### src/rtl/rx_pkg.sv
// rtl/rx_pkg.sv - shared types and constants for the RX frame scheduler
package rx_pkg;

  typedef enum logic [1:0] {
    IDLE = 2'd0,
    PASS = 2'd1,
    DROP = 2'd2,
    TERM = 2'd3
  } rx_state_e;

  localparam int PRE_SOF = 32;
  localparam int SOF     = 33;
  localparam int PRE_EOF = 34;
  localparam int EOF     = 35;
  localparam int ERR     = 36;

  localparam logic [255:0] DATA_IDLE = {32{8'h07}};
  localparam logic [31:0]  CTRL_IDLE = 32'hffff_ffff;

endpackage

### src/rtl/rx_sat_cnt.sv
// rtl/rx_sat_cnt.sv - width-parameterised saturating event counter
module rx_sat_cnt #(
  parameter int W = 16
) (
  input  logic         clk,
  input  logic         reset,
  input  logic         clear,
  input  logic         inc,
  output logic [W-1:0] count
);

  always_ff @(posedge clk) begin
    if (reset || clear) begin
      count <= '0;
    end else if (inc && (count != '1)) begin
      count <= count + W'(1);
    end
  end

endmodule

### src/rtl/rx_frame_sched.sv
// rtl/rx_frame_sched.sv - RX frame admission/write controller for the BR FIFO
// Statistics counters exist only when RX_SCHED_STATS_EN is defined.
module rx_frame_sched
  import rx_pkg::*;
#(
  parameter int MAX_FRM_WORDS = 48,
  parameter int FREE_W        = 9
) (
  input  logic              clk,
  input  logic              reset,
  input  logic [255:0]      din,
  input  logic [39:0]       cin,
  input  logic              din_we,
  input  logic              linkup,
  input  logic [FREE_W-1:0] fifo_free,
  output logic [255:0]      fifo_wdata,
  output logic [39:0]       fifo_wctrl,
  output logic              fifo_we,
  output logic [31:0]       frm_cnt,
  output logic [15:0]       drop_cnt,
  output logic [15:0]       abort_cnt
);

  localparam int WCNT_W = $clog2(MAX_FRM_WORDS + 1);
  localparam logic [WCNT_W-1:0] WCNT_MAX = WCNT_W'(MAX_FRM_WORDS);
  localparam logic [WCNT_W-1:0] WCNT_ONE = WCNT_W'(1);

  rx_state_e         state, state_nxt;
  logic [WCNT_W-1:0] wcnt, wcnt_nxt;
  logic              term_eof, term_eof_nxt;
  logic              term_noabort, term_noabort_nxt;
  logic              sofm, eofm, adm;
  logic              wr_data, wr_term;
  logic              frm_inc, drop_inc, abort_inc;
  logic              we_nxt;
  logic [255:0]      wdata_nxt;
  logic [39:0]       wctrl_nxt;

  assign sofm = din_we & cin[SOF];
  assign eofm = din_we & cin[EOF];
  assign adm  = linkup & (fifo_free >= FREE_W'(MAX_FRM_WORDS));

  always_ff @(posedge clk) begin
    if (reset) begin
      state        <= IDLE;
      wcnt         <= '0;
      term_eof     <= 1'b0;
      term_noabort <= 1'b0;
    end else begin
      state        <= state_nxt;
      wcnt         <= wcnt_nxt;
      term_eof     <= term_eof_nxt;
      term_noabort <= term_noabort_nxt;
    end
  end

  always_comb begin
    state_nxt        = state;
    wcnt_nxt         = wcnt;
    term_eof_nxt     = term_eof;
    term_noabort_nxt = term_noabort;
    wr_data          = 1'b0;
    wr_term          = 1'b0;
    frm_inc          = 1'b0;
    drop_inc         = 1'b0;
    abort_inc        = 1'b0;
    case (state)
      IDLE, DROP: begin
        // DROP's closing eof word is judged like an IDLE word so a fused sof is not lost
        if ((state == IDLE) || eofm) begin
          state_nxt = IDLE;
          if (sofm) begin
            if (adm) begin
              wr_data  = 1'b1;
              wcnt_nxt = WCNT_ONE;
              if (eofm) frm_inc = 1'b1;
              else      state_nxt = PASS;
            end else begin
              drop_inc = 1'b1;
              if (!eofm) state_nxt = DROP;
            end
          end
        end
      end
      PASS: begin
        if (din_we) begin
          if (!linkup || (wcnt == WCNT_MAX)) begin
            state_nxt        = TERM;
            term_eof_nxt     = eofm;
            term_noabort_nxt = 1'b0;
          end else begin
            wr_data  = 1'b1;
            wcnt_nxt = wcnt + WCNT_ONE;
            if (eofm) begin
              frm_inc = 1'b1;
              if (!sofm) begin
                state_nxt = IDLE;
              end else if (adm) begin
                wcnt_nxt = WCNT_ONE;
              end else begin
                drop_inc         = 1'b1;
                state_nxt        = TERM;
                term_eof_nxt     = 1'b0;
                term_noabort_nxt = 1'b1;
              end
            end
          end
        end else if (!linkup) begin
          state_nxt        = TERM;
          term_eof_nxt     = 1'b0;
          term_noabort_nxt = 1'b0;
        end
      end
      TERM: begin
        wr_term   = 1'b1;
        abort_inc = ~term_noabort;
        state_nxt = (term_eof || eofm) ? IDLE : DROP;
      end
      default: state_nxt = IDLE;
    endcase
  end

  always_comb begin
    we_nxt    = wr_data | wr_term;
    wdata_nxt = DATA_IDLE;
    wctrl_nxt = {8'h00, CTRL_IDLE};
    if (wr_data) begin
      wdata_nxt = din;
      wctrl_nxt = cin;
    end else if (wr_term) begin
      wctrl_nxt[EOF] = 1'b1;
      wctrl_nxt[ERR] = 1'b1;
    end
  end

  always_ff @(posedge clk) begin
    if (reset) begin
      fifo_we    <= 1'b0;
      fifo_wdata <= DATA_IDLE;
      fifo_wctrl <= {8'h00, CTRL_IDLE};
    end else begin
      fifo_we    <= we_nxt;
      fifo_wdata <= wdata_nxt;
      fifo_wctrl <= wctrl_nxt;
    end
  end

`ifdef RX_SCHED_STATS_EN
  rx_sat_cnt #(.W(32)) u_frm_cnt (
    .clk   (clk),
    .reset (reset),
    .clear (1'b0),
    .inc   (frm_inc),
    .count (frm_cnt)
  );
  rx_sat_cnt #(.W(16)) u_drop_cnt (
    .clk   (clk),
    .reset (reset),
    .clear (1'b0),
    .inc   (drop_inc),
    .count (drop_cnt)
  );
  rx_sat_cnt #(.W(16)) u_abort_cnt (
    .clk   (clk),
    .reset (reset),
    .clear (1'b0),
    .inc   (abort_inc),
    .count (abort_cnt)
  );
`else
  logic unused_inc;
  assign unused_inc = frm_inc ^ drop_inc ^ abort_inc;
  assign frm_cnt    = '0;
  assign drop_cnt   = '0;
  assign abort_cnt  = '0;
`endif

endmodule
### config.mk
export PLATFORM = sky130hd
export DESIGN_NAME = rx_frame_sched
export DESIGN_NICKNAME = d
export VERILOG_FILES = /design/src/rtl/rx_pkg.sv /design/src/rtl/rx_sat_cnt.sv /design/src/rtl/rx_frame_sched.sv
export SDC_FILE = /design/constraint.sdc
export NUM_CORES = 1
export LEC_CHECK = 0
export ABC_CLOCK_PERIOD_IN_PS = 2700
export CORE_AREA = 4 4 261 263
export DETAILED_ROUTE_END_ITERATION = 7
export DIE_AREA = 0 0 265 267
export PLACE_DENSITY = 0.5
export REMOVE_ABC_BUFFERS = 1
export SYNTH_ARGS = -nofsm -noshare
export SYNTH_HDL_FRONTEND = slang
export SYNTH_SLANG_ARGS = --single-unit
### constraint.sdc
create_clock -name clk -period 2.7 [get_ports clk]
set_input_delay 0.675 -clock clk [delete_from_list [all_inputs] [get_ports clk]]
set_output_delay 0.675 -clock clk [all_outputs]
set_load 0.01 [all_outputs]
After elaboration in Yosys (flattened, before gate mapping)

Index checks and enable logic that the tools add are counted.
Widths: inputs -> output; s select.

Register bits after elaboration: 306
Input bits: 309
Output and inout bits: 361

Eq/ne operators: 16
$add $sub $neg: 1
Reductions and logical operators: 11
Muxes and demuxes: 37
Bitwise operators: 5
$lt $le $gt $ge: 1

Operators by type and width:

| kind                | count |
|---|---|
| $mux 6              | 8 |
| $mux 2              | 13 |
| $mux 1              | 13 |
| $ne 2x2->1 const B  | 6 |
| $pmux 6 s2          | 1 |
| $ge 9x6->1 const B  | 1 |
| $add 6x1->6 const B | 1 |
| $eq 6x6->1 const B  | 1 |
| $ne 3x1->1 const B  | 2 |
| $pmux 2 s3          | 1 |
| $reduce_and 6->1    | 1 |
| $ne 5x5->1 const B  | 1 |
| $reduce_and 5->1    | 1 |
| $eq 2x2->1 const B  | 2 |
| $ne 4x4->1 const B  | 1 |
| $reduce_and 4->1    | 1 |
| $reduce_or 2->1     | 2 |
| $and 1x1->1         | 3 |
| $logic_or 1x1->1    | 3 |
| $ne 3x2->1 const B  | 1 |
| $ne 3x3->1 const B  | 1 |
| $eq 2x1->1 const B  | 1 |
| $logic_not 2->1     | 1 |
| $pmux 1 s2          | 1 |
| 4 further kinds     | 4 |

Longest topological paths before layout

Depth in word-level cells: 8
Depth in mapped cells: 8
Mapped depth without buffers: 6

Worst setup path before layout

Ideal clock, no wire load.

Path type: input to register
Start point: input port cin[35]
End point: register fifo_wctrl[0]
Setup time: 0.118 ns
Data required time: 2.582 ns
Arrival: 2.135 ns
Stages: 8
Path slack: 0.447 ns
Path through: buf_2 nand2_2 a2111oi_4 o21ai_2 nor3b_4 buf_2 buf_2 nand2b_1

Cells in the longest elaborated chain, start to end: 6

RTL lines:

| what                             | line                  | text |
|---|---|---|
| start, declared                  | rx_frame_sched.sv:12  | `input logic [39:0] cin,` |
| $and 1x1->1                      | rx_frame_sched.sv:40  | `assign eofm = din_we & cin[EOF];` |
| $logic_or 1x1->1                 | rx_frame_sched.sv:70  | `if ((state == IDLE) \|\| eofm) begin` |
| $mux 1                           | rx_frame_sched.sv:70  |  |
| $pmux 1 s2                       | rx_frame_sched.sv:67  | `case (state)` |
| $not 1->1 (no source line)       | --                    |  |
| $reduce_or 2->1 (no source line) | --                    |  |
| end signal, assigned             | rx_frame_sched.sv:140 | `fifo_wctrl <= {8'h00, CTRL_IDLE};` |
| end signal, assigned             | rx_frame_sched.sv:144 | `fifo_wctrl <= wctrl_nxt;` |
| end, declared                    | rx_frame_sched.sv:17  | `output logic [39:0] fifo_wctrl,` |

No other way between the ends.
A chain may end at the register's enable or synchronous reset.

Final worst setup path

Start point: input port linkup
End point: register fifo_wdata[47]

Cells in the longest elaborated chain, start to end: 7

RTL lines:

| what                                           | line                                       | text |
|---|---|---|
| start, declared                                | rx_frame_sched.sv:14                       | `input logic linkup,` |
| $and 1x1->1 or $logic_not 1->1 (tied branches) | --                                         |  |
| $mux 1 or $logic_or 1x1->1 (tied branches)     | rx_frame_sched.sv:73, rx_frame_sched.sv:87 |  |
| $mux 1 (on tied branches)                      | rx_frame_sched.sv:72, rx_frame_sched.sv:87 |  |
| $mux 1 (on tied branches)                      | rx_frame_sched.sv:70, rx_frame_sched.sv:86 |  |
| $pmux 1 s2 (*)                                 | rx_frame_sched.sv:67                       |  |
| $not 1->1 (no source line) (*)                 | --                                         |  |
| $reduce_or 2->1 (no source line) (*)           | --                                         |  |
| end signal, assigned                           | rx_frame_sched.sv:143                      | `fifo_wdata <= wdata_nxt;` |
| end, declared                                  | rx_frame_sched.sv:16                       | `output logic [255:0] fifo_wdata,` |

Every way passes the cells marked *; elsewhere a longest branch is shown, timed or not.

==> reports/qor.txt <==
Status -> completed
Net Switching -> 2460 uW
Global route total overflow -> 0
Pins Over Slew Limit -> 0
Clock slew at reported path FFs -> 60 ps
Area grow syn2layout -> 89.3%
Area of the mapped netlist -> 0.00914 mm^2
First-pass GRT wire length -> 50.9 mm
HP Class -> reg -> reg
Place WS -> -158 ps
Fin Setup TNS -> 0 ps
Sink Count -> 306
Synth top area cells -> dfxtp_1 (67%), and2_1 (11%), nand2b_1 (8.9%), buf_4 (5.4%), buf_2 (1.3%)
Flops & latches, synth -> 306
Port Buffers -> 601
Largest family of logic cells by synthesized area -> simple AND/OR/NAND/NOR gates
Synth top area share -> 67.0%
Worst Path Arrival -> 2780 ps
Tot Pwr -> 10600 uW
MaxCap Viol Count -> 0
Die Wd -> 265 um
Fraction of layout cells with a size suffix above 1 -> 6.85%
Number of CTS-inserted buffers -> 37
Worst-skew pair later-pin latency -> 540 ps
Vias in the first global route -> 7726
Unique cell type count in the Yosys netlist -> 37
Io pins -> 670
Req. time, crit path -> 3180 ps
Core region area -> 0.0656 mm^2
Mapped Cells -> 780
Number of antenna violations at the first check in global routing -> 9
Global-route usage over all layers -> 9.65%
Clock power frac -> 44.3%
Min Tclk post-route -> 2290 ps
Pleak -> 0.00652 uW
Sequential area share after synthesis -> 67.0%
Avg Synthesized Cell Area -> 11.7 um^2
DR DRC count -> 0
Placed cell count -> 2245
P_int -> 8150 uW
Largest net degree at the start of global routing -> 46
Count leader, synth -> dfxtp_1
XOR/XNOR Fraction of Synth Area -> 0%
Post-CTS setup buffers -> 0
RSZ-0062 raised after global routing -> no
Post-Synth Adder-Cell Area -> 0.274%
Post-synth top area cell -> dfxtp_1
Min Hold Slack -> 488 ps
Setup Skew -> 10.5 ps
Final #Nets -> 1731
Fin. Hold Viols -> 0
CP endpoint kind -> register
Compound-Gate Fraction of Synth Area -> 2.68%
Crit-path max FO -> 38
Rows -> 94
Sw Ratio -> 23.2%
CP Launch Type -> primary input
WS Path Type -> in -> reg
Fillers -> 6875
R2r setup slk -> 610 ps
Pwr dens -> 613 mW/mm^2
Clk Tree Root Cell -> clkbuf_16
CTS Hold Buffers Added -> 0
WL final -> 36.5 mm
Yosys warns -> 0
CTS resizes -> 0
Initial Utilization -> 13.9%
Ys async rst share -> 0%
Post-synth EDFFs -> 0
Final setup fails -> 0
Fmax -> 437 MHz
H-tree levels -> 2
Routed vias/inst -> 3.21
Clock tree from TritonCTS -> done
Post-route ant nets -> 0
Max clock buf depth -> 3
Die extent in y -> 267 um
Die area -> 0.0708 mm^2
Most frequent cells after synthesis -> dfxtp_1 (306), and2_1 (166), nand2b_1 (130), buf_4 (66), buf_2 (23)
HPWL after DPL -> 29.8 mm
Final worst-path setup slack -> 409 ps
Routability Congestion -> 0.791
Most common flop cell mapped by yosys -> dfxtp_1
Peak VDD IR -> 0.484 mV
Mux contribution to synthesized area -> 0%
Via count -> 7414
Comb pwr share -> 11.2%
Crit share post-route -> 84.8%
DR WL/cell -> 15.8 um
Pre-Repair DR Iteration Count -> 4
1st-iter DRT viols -> 298
Seq pwr share -> 44.5%
Final cell count without fillers -> 2310
Post-Synth Simple-Gate Area -> 22.5%
cell usage in the layout, fill, tap and decap left out, drive strengths merged, types with 2 or more instances in the layout:
master / synthesis / layout
clkinv: 0 / 7
ha: 2 / 2
o21a: 3 / 3
a21oi: 9 / 9
clkinvlp: 0 / 2
buf: 89 / 37
nor2: 3 / 3
nand3: 4 / 4
a31oi: 2 / 2
o32ai: 2 / 2
inv: 7 / 10
a2111oi: 2 / 2
nand4: 3 / 3
o21ai: 6 / 6
or2: 2 / 2
and2: 166 / 166
nand2b: 130 / 130
clkdlybuf4s50: 0 / 601
o41ai: 2 / 2
nor3: 3 / 3
conb: 1 / 64
nor2b: 2 / 2
nand2: 13 / 13
clkbuf: 11 / 52
or3: 2 / 2
nor3b: 2 / 2
dfxtp: 306 / 306
layer usage:
metal,GRT usage [%],wire [um],part of all wire [%]
met5,0,56,0.15
met4,3.28,957,2.6
met3,5.03,4640,13
met2,17.1,18000,49
met1,9.80,12900,35
sequential cells by signal, summed over array words and instances, names as in the netlist:
signal,count
fifo_wdata,256
wcnt,6
fifo_we,1
term_eof,1
state,2
fifo_wctrl,40
worst max-delay path, stage by stage:
cell and delay [ps]:
clkdlybuf4s50_1 510, nand2_1 100, a2111oi_4 380, o21ai_2 140
nor3b_4 290, buf_12 240, buf_12 220, and2_1 150
cell type report:
type,count,area (um^2),share of cell area (%)
tap,864,1080,6.25
timing repair buffer,638,6360,36.7
clock buffer,52,1040,6.02
multi-input combinational,430,2560,14.8
antenna,1,2.50,0.0145
sequential,306,6130,35.4
clock inverter,12,103,0.593
inverter,7,26.3,0.152
final timing paths:
check / startpoint / to / cells after the start
hold / removal: term_eof / term_eof / 2
setup reg to reg: wcnt[0] / fifo_wdata[47] / 8
hold reg to reg: term_eof / term_eof / 2
setup / recovery: linkup / fifo_wdata[47] / 8
cells by family (layout without fill, tap and decap cells):
logic type               count (synthesis)  count (layout)
AND/OR/NAND/NOR                        333             333
AO/OA/AOI/OAI                           31              31
flip-flops                             306             306
other                                    1              65
buffers and inverters                  107             709
adder cells (fa/ha/maj)                  2               2
power groups by stage:
stage | registers, uW | logic (uW) | clock network [uW]
final | 4720 | 1190 | 4700
after global placement | 4820 | 1210 | 0
after CTS | 4730 | 1210 | 4940
after floorplan | 4890 | 250 | 0
after detailed placement | 4820 | 1210 | 0
after global routing | 4740 | 1280 | 5100
metrics by stage:
stage               cell area, um^2  util [%]
floorplan                      8710         -
global placement              16200      24.6
detailed placement            16200      24.6
CTS                           17300      26.4
global route                  17300      26.4
finish                        17300      26.4
Note: power is estimated with default switching activity, not from simulation.
